File: config.mk
export PLATFORM = sky130hd
export DESIGN_NAME = drum_timing
export DESIGN_NICKNAME = d
export VERILOG_FILES = /design/src/rtl/drum_timing.sv
export SDC_FILE = /design/constraint.sdc
export NUM_CORES = 1
export LEC_CHECK = 0
export BUFFER_PORTS_ARGS = -buffer_cell sky130_fd_sc_hd__buf_2
export CAP_MARGIN = 20
export CORE_MARGIN = 5
export CORE_UTILIZATION = 50
export DETAILED_ROUTE_END_ITERATION = 16
export PLACE_DENSITY = 0.83
export SLEW_MARGIN = 20
export SYNTH_ARGS = -nofsm -noshare
export SYNTH_HDL_FRONTEND = slang
export SYNTH_SLANG_ARGS = --single-unit
File: constraint.sdc
create_clock -name clk -period 3.8 [get_ports clk]
set_input_delay 0.19 -clock clk [delete_from_list [all_inputs] [get_ports clk]]
set_output_delay 0.19 -clock clk [all_outputs]
set_load 0.1 [all_outputs]
File: src/rtl/drum_timing.sv
// Drum bit/word timing sequencer: counts bit times within a word and word times
// within a revolution, gating the upstream tick into phase strobes.
module drum_timing #(
    parameter int BITS  = 29,
    parameter int WORDS = 108
) (
    input  logic                     clk,
    input  logic                     rst,
    input  logic                     tick,
    input  logic                     run,
    output logic                     bit_strobe,
    output logic                     t0,
    output logic                     t_last,
    output logic                     rev,
    output logic [$clog2(BITS)-1:0]  bit_num,
    output logic [$clog2(WORDS)-1:0] word_num,
    output logic                     running
);

    localparam int BW = $clog2(BITS);
    localparam int WW = $clog2(WORDS);
    localparam logic [BW-1:0] BIT_LAST  = BW'(BITS - 1);
    localparam logic [WW-1:0] WORD_LAST = WW'(WORDS - 1);

    typedef enum logic [1:0] {
        STOPPED  = 2'd0,
        RUNNING  = 2'd1,
        STOPPING = 2'd2
    } state_t;

    state_t state, state_next;
    logic   active;

    // Strobes are combinational on tick and describe the position held before the edge.
    // Reset also masks them so no strobe escapes while the sequencer is being cleared.
    always_comb begin
        active     = (state != STOPPED);
        bit_strobe = tick & active & ~rst;
        t0         = bit_strobe & (bit_num == '0);
        t_last     = bit_strobe & (bit_num == BIT_LAST);
        rev        = t_last & (word_num == WORD_LAST);
    end

    // NOTE: every branch starts from the hold value, so no latch is inferred.
    always_comb begin
        state_next = state;
        unique case (state)
            STOPPED:  if (run) state_next = RUNNING;
            RUNNING:  if (!run) state_next = t_last ? STOPPED : STOPPING;
            STOPPING: begin
                if (t_last)   state_next = STOPPED;
                else if (run) state_next = RUNNING;
            end
            default:  state_next = STOPPED;
        endcase
    end

    // NOTE: sequential state uses non-blocking assignments so all registers
    // update together from the values seen before the edge.
    always_ff @(posedge clk) begin
        if (rst) begin
            state    <= STOPPED;
            running  <= 1'b0;
            bit_num  <= '0;
            word_num <= '0;
        end else begin
            state   <= state_next;
            running <= (state_next != STOPPED);
            if (bit_strobe) begin
                if (t_last) begin
                    bit_num  <= '0;
                    word_num <= (word_num == WORD_LAST) ? '0 : word_num + 1'b1;
                end else begin
                    bit_num <= bit_num + 1'b1;
                end
            end
        end
    end

endmodule

==> impl_metrics.sql, run 1 <==
INSERT INTO impl_metrics (metric_group, metric, value, unit) VALUES
('outcome', 'run_status', 'finished clean', ''),
('power', 'power_density', '327.9', 'mW/mm^2'),
('routing', 'drt_first_iter_violations', '35', ''),
('routing', 'detail_route.vias_per_cell', '5.707', ''),
('power', 'p_leak', '0.0003496', 'uW'),
('global_route', 'grt_max_degree', '13', ''),
('synth', 'synth.cell_area', '749.5', 'sq um'),
('sta', 'clock-skew-final', '0.009697', 'ns'),
('synth', 'synth_flop_cell', 'sky130_fd_sc_hd__dfxtp_1', ''),
('cells_and_area', 'multiInputGateArea', '406.6', 'sq um'),
('clock_tree', 'cts.root.buffer_cell', 'sky130_fd_sc_hd__clkbuf_4', ''),
('clock_tree', 'deepest_clock_path_buffer_count', '2', ''),
('place', 'gp_congestion', '0.8390', ''),
('synth', 'syn-mean-instance-area', '8.715', 'sq um'),
('global_route', 'grt_overflow_total', '0', ''),
('place', 'port_buffers', '20', ''),
('synth', 'synth_top_cells_by_area', 'sky130_fd_sc_hd__dfxtp_1, sky130_fd_sc_hd__xnor2_1, sky130_fd_sc_hd__ha_1', ''),
('critical_path', 'cp_slowest_cell', 'sky130_fd_sc_hd__or3_1', ''),
('clock_tree', 'cts.reportedPaths.clkPinSlew', '0.08', 'ns'),
('synth', 'post_synth_arst_share', '0', '%'),
('critical_path', 'end_kind', 'output pin', ''),
('clock_tree', 'clkLatencyLatePin', '0.28', 'ns'),
('power', 'design_power_total', '287.2', 'uW'),
('sta', 'achievable-frequency', '424.1', 'MHz'),
('synth', 'ys_seq_elements', '15', ''),
('sta', 'worstMarginPinSlew', '0.5267', 'ns'),
('routing', 'vias', '702', ''),
('global_route', 'global_routing_usage_summed_across_all_routing_layers', '14.55', '%'),
('die', 'std_cell_rows', '14', ''),
('sta', 'finalCritPeriodShare', '62.05', '%'),
('clock_tree', 'tritoncts.num_buffers', '3', ''),
('synth', 'synthesis.nets', '93', ''),
('routing', 'final_antenna_net_count', '0', ''),
('place', 'hpwl', '1190', 'microns'),
('critical_path', 'critical_path.max_fanout', '10', ''),
('critical_path', 'slowest_delay', '0.47', 'ns'),
('clock_tree', 'clock_sink_total', '15', ''),
('critical_path', 'crit_path_cell_trace', 'inv_1 > ha_1 > nand4_1 > or3_1 > inv_2 > buf_2', ''),
('cells_and_area', 'synthToLayoutAreaGrowth', '16.86', '%'),
('place', 'detailedPlace.worstSlack', '1.746', 'ns'),
('synth', 'synth_cells', '86', ''),
('critical_path', 'startpoint_type', 'flip-flop', ''),
('sta', 'setup_viol', '0', ''),
('routing', 'remaining_drc_errors', '0', ''),
('die', 'floorplan.initialDensity', '50.94', '%'),
('critical_path', 'worst-setup-path-type', 'reg2out', ''),
('clock_tree', 'post-cts-setup-buffer-count', '0', ''),
('place', 'place_area', '849.6', 'sq um'),
('cells_and_area', 'nFillCells', '141', ''),
('critical_path', 'critical_path_required', '3.61', 'ns'),
('routing', 'first_pass_iters', '4', ''),
('synth', 'synth_cell_type_count', '30', ''),
('sta', 'finalHoldViolations', '0', ''),
('sta', 'worst_hold_slack_across_all_endpoints', '0.1078', 'ns'),
('power', 'peakVddDrop', '0.2065', 'mV'),
('die', 'die_h', '48.72', 'microns'),
('synth', 'synthDominantAreaCellType', 'sky130_fd_sc_hd__dfxtp_1', ''),
('synth', 'yosysSeqAreaShare', '40.07', '%'),
('die', 'chipWidth', '48.72', 'microns'),
('cells_and_area', 'share_of_layout_cells_above_drive_strength_1', '23.36', '%'),
('hold_path', 'holdCritPathClass', 'in2reg', ''),
('cells_and_area', 'fin_nets', '115', ''),
('sta', 'maxSlewViolCount', '0', ''),
('synth', 'portion_of_synthesized_cell_area_occupied_by_the_leading_cell_type', '40.07', '%'),
('cells_and_area', 'ff_latch_area', '300.3', 'sq um'),
('clock_tree', 'post_cts_hold_buffer_count', '0', ''),
('synth', 'synth_enable_flop_cells', '0', ''),
('sta', 'worst_slew_margin_rel', '64.76', '%'),
('routing', 'postRouteWirelength', '1601', 'microns'),
('critical_path', 'crit_arrival', '2.17', 'ns'),
('sta', 'setup_tns', '0', 'ns');
[sequential cells by signal (all words and copies together) (netlist names)]
name      cells
state         2
bit_num       5
running       1
word_num      7
[cell usage in the layout (no fill, tap or decap), types with 2 or more instances in the layout]
cell	n
sky130_fd_sc_hd__xnor2_1	8
sky130_fd_sc_hd__clkbuf_4	3
sky130_fd_sc_hd__nor4_1	5
sky130_fd_sc_hd__nand3_1	5
sky130_fd_sc_hd__o31ai_1	3
sky130_fd_sc_hd__buf_2	20
sky130_fd_sc_hd__nor3b_1	2
sky130_fd_sc_hd__a21oi_1	3
sky130_fd_sc_hd__nor3_1	6
sky130_fd_sc_hd__nand2_1	3
sky130_fd_sc_hd__ha_1	3
sky130_fd_sc_hd__nor2_1	10
sky130_fd_sc_hd__inv_1	5
sky130_fd_sc_hd__dfxtp_1	15
[per-layer routing]
| layer | GRT usage, % | part of all wire (%) | routed length (microns) | vias up |
|---|---|---|---|---|
| met5 | 0 | 0 | 0 | - |
| met4 | 4.036 | 1.1 | 17 | 0 |
| met3 | 4.294 | 6.5 | 104 | 2 |
| met2 | 22.17 | 49 | 782 | 30 |
| met1 | 19.81 | 44 | 697 | 319 |
| li1 | - | - | - | 351 |
[per-stage QoR]
stage / std cells / utilization, %
after floorplan: 86 / -
after detailed placement: 119 / 57.74
final: 123 / 59.52
after global routing: 123 / 59.52
after global placement: 119 / 57.74
after CTS: 123 / 59.52
[cells in the mapped netlist, types with 2 or more instances]
| cell type | n |
|---|---|
| sky130_fd_sc_hd__dfxtp_1 | 15 |
| sky130_fd_sc_hd__nor2_1 | 10 |
| sky130_fd_sc_hd__xnor2_1 | 8 |
| sky130_fd_sc_hd__nor3_1 | 6 |
| sky130_fd_sc_hd__inv_1 | 5 |
| sky130_fd_sc_hd__nand3_1 | 5 |
| sky130_fd_sc_hd__nor4_1 | 5 |
| sky130_fd_sc_hd__a21oi_1 | 3 |
| sky130_fd_sc_hd__ha_1 | 3 |
| sky130_fd_sc_hd__nand2_1 | 3 |
| sky130_fd_sc_hd__o31ai_1 | 3 |
| sky130_fd_sc_hd__nor3b_1 | 2 |
[power breakdown]
| part | total (uW) | switching (uW) | leakage [uW] | internal [uW] |
|---|---|---|---|---|
| logic | 35.5 | 27.7 | 0.000213 | 7.80 |
| clock network | 89.9 | 49.3 | 0.0000150 | 40.7 |
| registers | 162 | 2.14 | 0.000122 | 160 |
| total | 287 | 79.1 | 0.000350 | 208 |
[worst max-delay path, delay by kind of cell, from the launching register on]
family                     cells  cell delay [ns]
buffers and inverters          3             0.75
DFF                            1             0.34
and+or+nand+nor                2             0.64
adders and majority gates      1             0.18
[cells by family (layout without fill, tap and decap cells)]
family / Yosys count / count (layout) / synth area share, %
adder cells (fa/ha/maj): 3 / 3 / 5.009
AO/OA/AOI/OAI: 12 / 12 / 11.02
XOR/XNOR: 8 / 8 / 9.349
buffers and inverters: 9 / 30 / 5.675
AND/OR/NAND/NOR: 39 / 39 / 28.88
flip-flops: 15 / 15 / 40.07
[area by class of cell]
cell class | instances | share of cell area, %
clock buffers | 4 | 3.000
flip-flops and latches | 15 | 34.29
inverters | 6 | 2.571
well taps | 16 | 2.286
repair buffers | 20 | 11.43
multi-input cells | 62 | 46.43
[path summary, 6_finish.rpt]
path	depth (start not counted)	slack [ns]	from	to
setup / recovery	6	1.44	bit_num[1]	t_last
hold / removal	2	0.11	run	state[1]
setup reg to reg	6	1.82	bit_num[1]	word_num[5]
hold reg to reg	2	0.52	word_num[1]	word_num[1]
No activity file was read; power rests on OpenSTA's default activity.
==> run 2, diff against run 1 <==
--- a/config.mk
+++ b/config.mk
@@ -5,12 +5,13 @@
 export SDC_FILE = /design/constraint.sdc
 export NUM_CORES = 1
 export LEC_CHECK = 0
+export ABC_AREA = 1
 export BUFFER_PORTS_ARGS = -buffer_cell sky130_fd_sc_hd__buf_2
 export CAP_MARGIN = 20
 export CORE_MARGIN = 5
-export CORE_UTILIZATION = 50
+export CORE_UTILIZATION = 46
 export DETAILED_ROUTE_END_ITERATION = 16
-export PLACE_DENSITY = 0.83
+export PLACE_DENSITY = 0.79
 export SLEW_MARGIN = 20
 export SYNTH_ARGS = -nofsm -noshare
 export SYNTH_HDL_FRONTEND = slang
==> constraint.sdc (replaced) <==
create_clock -name clk -period 2.1 [get_ports clk]
set_input_delay 0.105 -clock clk [delete_from_list [all_inputs] [get_ports clk]]
set_output_delay 0.105 -clock clk [all_outputs]
set_load 0.1 [all_outputs]
==> run 2 against run 1 <==
- clock skew down 0.0065 ns
- final cell count rose by 38%
- hold slack worse by 0.093 ns
- clock power grew 89%
- first-iteration DRC count fell by 20%
- setup slack worse by 1.3 ns
- critical path depth up 3
- via count increased by 20%
- sequential power increased by 81%
- die area rose by 22%
- largest power group unchanged
==> impl_metrics.sql, run 2 <==
INSERT INTO impl_metrics (metric_group, metric, value, unit) VALUES
('hold_path', 'holdCritStartpoint', 'rst', ''),
('synth', 'synthesis.yosys.warnings', '0', ''),
('sta', 'finalHoldViolations', '0', ''),
('synth', 'portion_of_synthesized_cell_area_occupied_by_the_leading_cell_type', '33.90', '%'),
('sta', 'period_minus_slack', '1.914', 'ns'),
('cells_and_area', 'fin_nets', '153', ''),
('sta', 'setup_tns', '0', 'ns'),
('sta', 'rsz0062_at_grt', 'no', ''),
('clock_tree', 'post-cts-setup-buffer-count', '0', ''),
('die', 'floorplan.initialDensity', '49.68', '%'),
('power', 'power_frac_seq', '54.0', '%'),
('outcome', 'run_status', 'finished clean', ''),
('hold_path', 'worst_hold_path_cells', '2', ''),
('synth', 'cell_with_the_most_instances_after_synthesis', 'sky130_fd_sc_hd__nand2_1', ''),
('synth', 'synth_top_cells_by_count', 'sky130_fd_sc_hd__nand2_1, sky130_fd_sc_hd__inv_1, sky130_fd_sc_hd__nand3_1', ''),
('global_route', 'global_routing_usage_summed_across_all_routing_layers', '14.64', '%'),
('cells_and_area', 'top_register', 'word_num', ''),
('place', 'port_buffers', '20', ''),
('critical_path', 'worst-setup-path-type', 'reg2out', ''),
('cells_and_area', 'synthToLayoutAreaGrowth', '19.49', '%'),
('sta', 'clock-skew-final', '0.003178', 'ns'),
('sta', 'finalCritPeriodShare', '91.13', '%'),
('clock_tree', 'cts_max_level', '1', ''),
('routing', 'remaining_drc_errors', '0', ''),
('clock_tree', 'tritoncts', 'built', ''),
('synth', 'synth_cells', '122', ''),
('synth', 'ys_seq_elements', '15', ''),
('place', 'gp_congestion', '0.8075', ''),
('synth', 'yosysSeqAreaShare', '33.90', '%'),
('routing', 'vias', '840', ''),
('cells_and_area', 'share_of_layout_cells_above_drive_strength_1', '37.24', '%'),
('cells_and_area', 'post_layout_nonfiller_instances', '170', ''),
('clock_tree', 'clock_sink_total', '15', ''),
('synth', 'synth_cell_type_count', '21', ''),
('hold_path', 'hold_path_end', 'word_num[4]', ''),
('cells_and_area', 'antenna_cells_inserted', '0', ''),
('die', 'io_pins', '21', ''),
('global_route', 'grt_max_degree', '13', ''),
('critical_path', 'timing.rr.start', 'bit_num[0]', ''),
('die', 'chipWidth', '53.89', 'microns'),
('die', 'core_area', '0.001783', 'sq mm'),
('global_route', 'grt_pass1_vias', '724', ''),
('critical_path', 'reg2reg_slack', '0.69', 'ns'),
('place', 'hpwl', '1447', 'microns'),
('critical_path', 'end_kind', 'output pin', ''),
('power', 'power.net_switching', '162.5', 'uW'),
('routing', 'postRouteWirelength', '1791', 'microns'),
('sta', 'worst_slew_margin_rel', '67.42', '%'),
('critical_path', 'ff2ff_path_depth', '9', ''),
('sta', 'maxSlewViolCount', '0', ''),
('critical_path', 'worst_flop_to_flop_path_endpoint', 'word_num[0]', ''),
('global_route', 'wire_length_of_the_first_global_routing_pass', '3056', 'microns'),
('clock_tree', 'tritoncts.num_buffers', '3', ''),
('routing', 'routedWlPerCell', '10.54', 'microns'),
('synth', 'synth_enable_flop_cells', '0', ''),
('global_route', 'grt_overflow_total', '0', ''),
('synth', 'synthDominantAreaCellType', 'sky130_fd_sc_hd__dfxtp_1', ''),
('critical_path', 'critical_path_required', '2.00', 'ns'),
('power', 'sw_frac_of_total', '29.94', '%'),
('clock_tree', 'post_cts_resized', '0', ''),
('clock_tree', 'deepest_clock_path_buffer_count', '2', ''),
('power', 'power.combinational.fraction', '14.6', '%'),
('global_route', 'grt_antenna_before_repair', '0', ''),
('synth', 'synth.cell_area', '885.9', 'sq um'),
('critical_path', 'startpoint_type', 'flip-flop', ''),
('routing', 'detail_route.vias_per_cell', '4.941', ''),
('critical_path', 'crit_arrival', '1.81', 'ns'),
('sta', 'achievable-frequency', '522.6', 'MHz'),
('synth', 'post_synth_arst_share', '0', '%'),
('job', 'max-cap-violations', '0', ''),
('critical_path', 'critical_path.max_fanout', '9', ''),
('synth', 'synth_top_cells_by_area', 'sky130_fd_sc_hd__dfxtp_1, sky130_fd_sc_hd__nand2_1, sky130_fd_sc_hd__nand3_1', ''),
('sta', 'setup_viol', '0', ''),
('clock_tree', 'clkLatencyLatePin', '0.29', 'ns'),
('cells_and_area', 'largest_registers', 'word_num: 7 flops, bit_num: 5 flops, state: 2 flops', ''),
('routing', 'drt_first_iter_violations', '28', ''),
('hold_path', 'holdCritPathClass', 'in2reg', ''),
('synth', 'synthesis.nets', '129', ''),
('clock_tree', 'cts.root.buffer_cell', 'sky130_fd_sc_hd__clkbuf_4', ''),
('routing', 'final_antenna_net_count', '0', ''),
('power', 'clock_power_share', '31.4', '%'),
('die', 'die_h', '53.89', 'microns'),
('place', 'place.detailed.instances', '166', ''),
('power', 'power_density', '512.7', 'mW/mm^2'),
('synth', 'syn-mean-instance-area', '7.261', 'sq um'),
('die', 'std_cell_rows', '15', ''),
('sta', 'worstMarginPinSlew', '0.4920', 'ns'),
('power', 'p_leak', '0.0005219', 'uW'),
('clock_tree', 'cts.reportedPaths.clkPinSlew', '0.09', 'ns'),
('clock_tree', 'post_cts_hold_buffer_count', '0', ''),
('synth', 'synth_flop_cell', 'sky130_fd_sc_hd__dfxtp_1', ''),
('die', 'design.die.area', '0.002904', 'sq mm'),
('cells_and_area', 'commonest_non_fill_non_tap_cells_in_the_layout', 'sky130_fd_sc_hd__nand2_1, sky130_fd_sc_hd__buf_2, sky130_fd_sc_hd__inv_1, sky130_fd_sc_hd__nand3_1', ''),
('routing', 'first_pass_iters', '4', ''),
('cells_and_area', 'max_ffs_per_register', '7', ''),
('power', 'peakVddDrop', '0.4790', 'mV'),
('cells_and_area', 'layout_commonest_cell', 'sky130_fd_sc_hd__nand2_1', ''),
('power', 'internal-power', '380.2', 'uW');
## run 2: cell families (layout without fill, tap and decap cells)
logic type	after synthesis	after routing	share of synthesized area (%)
AND/OR/NAND/NOR	69	69	44.49
flip-flops	15	15	33.90
AO/OA/AOI/OAI	12	12	6.779
adder cells (fa/ha/maj)	3	3	4.238
buffers and inverters	23	46	10.59
## run 2: how the worst max path moves through the flow
| stage | from | endpoint | slack, ns |
|---|---|---|---|
| final | bit_num[0] | rev | 0.19 |
| after global routing | bit_num[0] | rev | 0.07 |
| after CTS | bit_num[0] | rev | 0.09 |
| after detailed placement | bit_num[0] | rev | 0.41 |
| after global placement | bit_num[0] | rev | 0.45 |
| after floorplan | bit_num[0] | rev | 0.01 |
## run 2: area by class of cell
class,instances,area (sq um)
fill,180,724.4
inverter,22,86.33
multi-input combinational,84,503.0
clock buffer,4,26.28
timing repair buffer,20,102.6
sequential,15,309.0
tap,25,31.28
## run 2: worst max-delay path, cell delays in order, from the launching register on
cell	delay [ns]
sky130_fd_sc_hd__dfxtp_2	0.34
sky130_fd_sc_hd__inv_1	0.09
sky130_fd_sc_hd__ha_1	0.19
sky130_fd_sc_hd__nand2_2	0.09
sky130_fd_sc_hd__inv_2	0.06
sky130_fd_sc_hd__nand2_2	0.08
sky130_fd_sc_hd__nor2_8	0.18
sky130_fd_sc_hd__nand2_2	0.11
sky130_fd_sc_hd__clkinvlp_4	0.07
sky130_fd_sc_hd__clkbuf_4	0.31
## run 2: power by group through the flow
stage,Combinational (uW),Clock [uW],Sequential [uW]
6_report,79.2,170,293
5_1_grt,83.9,187,294
4_1_cts,80.1,171,293
3_5_place_dp,79.9,0,300
3_3_place_gp,79.2,0,299
2_1_floorplan,44.0,0,323
## run 2: per-layer routing
layer  GRT usage, %  up-vias  wire length, microns
met5              0        -                     0
li1               -      436                     -
met2          23.59       32                   817
met1          17.31      367                   816
met3          3.878        5                   120
met4          8.511        0                    36
## run 2: per-stage QoR
stage                     instance area [sq um]  total power (uW)  util [%]  hold WS (ns)  setup WS [ns]
after floorplan                           909.6             366.6         -        0.1741       0.009535
after global routing                       1059             564.7     59.37       0.03518        0.07453
after CTS                                  1056             544.8     59.23       0.01652        0.08813
final                                      1059             542.7     59.37       0.01520         0.1863
after global placement                     1030             378.5     57.75        0.3230         0.4460
after detailed placement                   1030             379.8     57.75        0.3280         0.4129
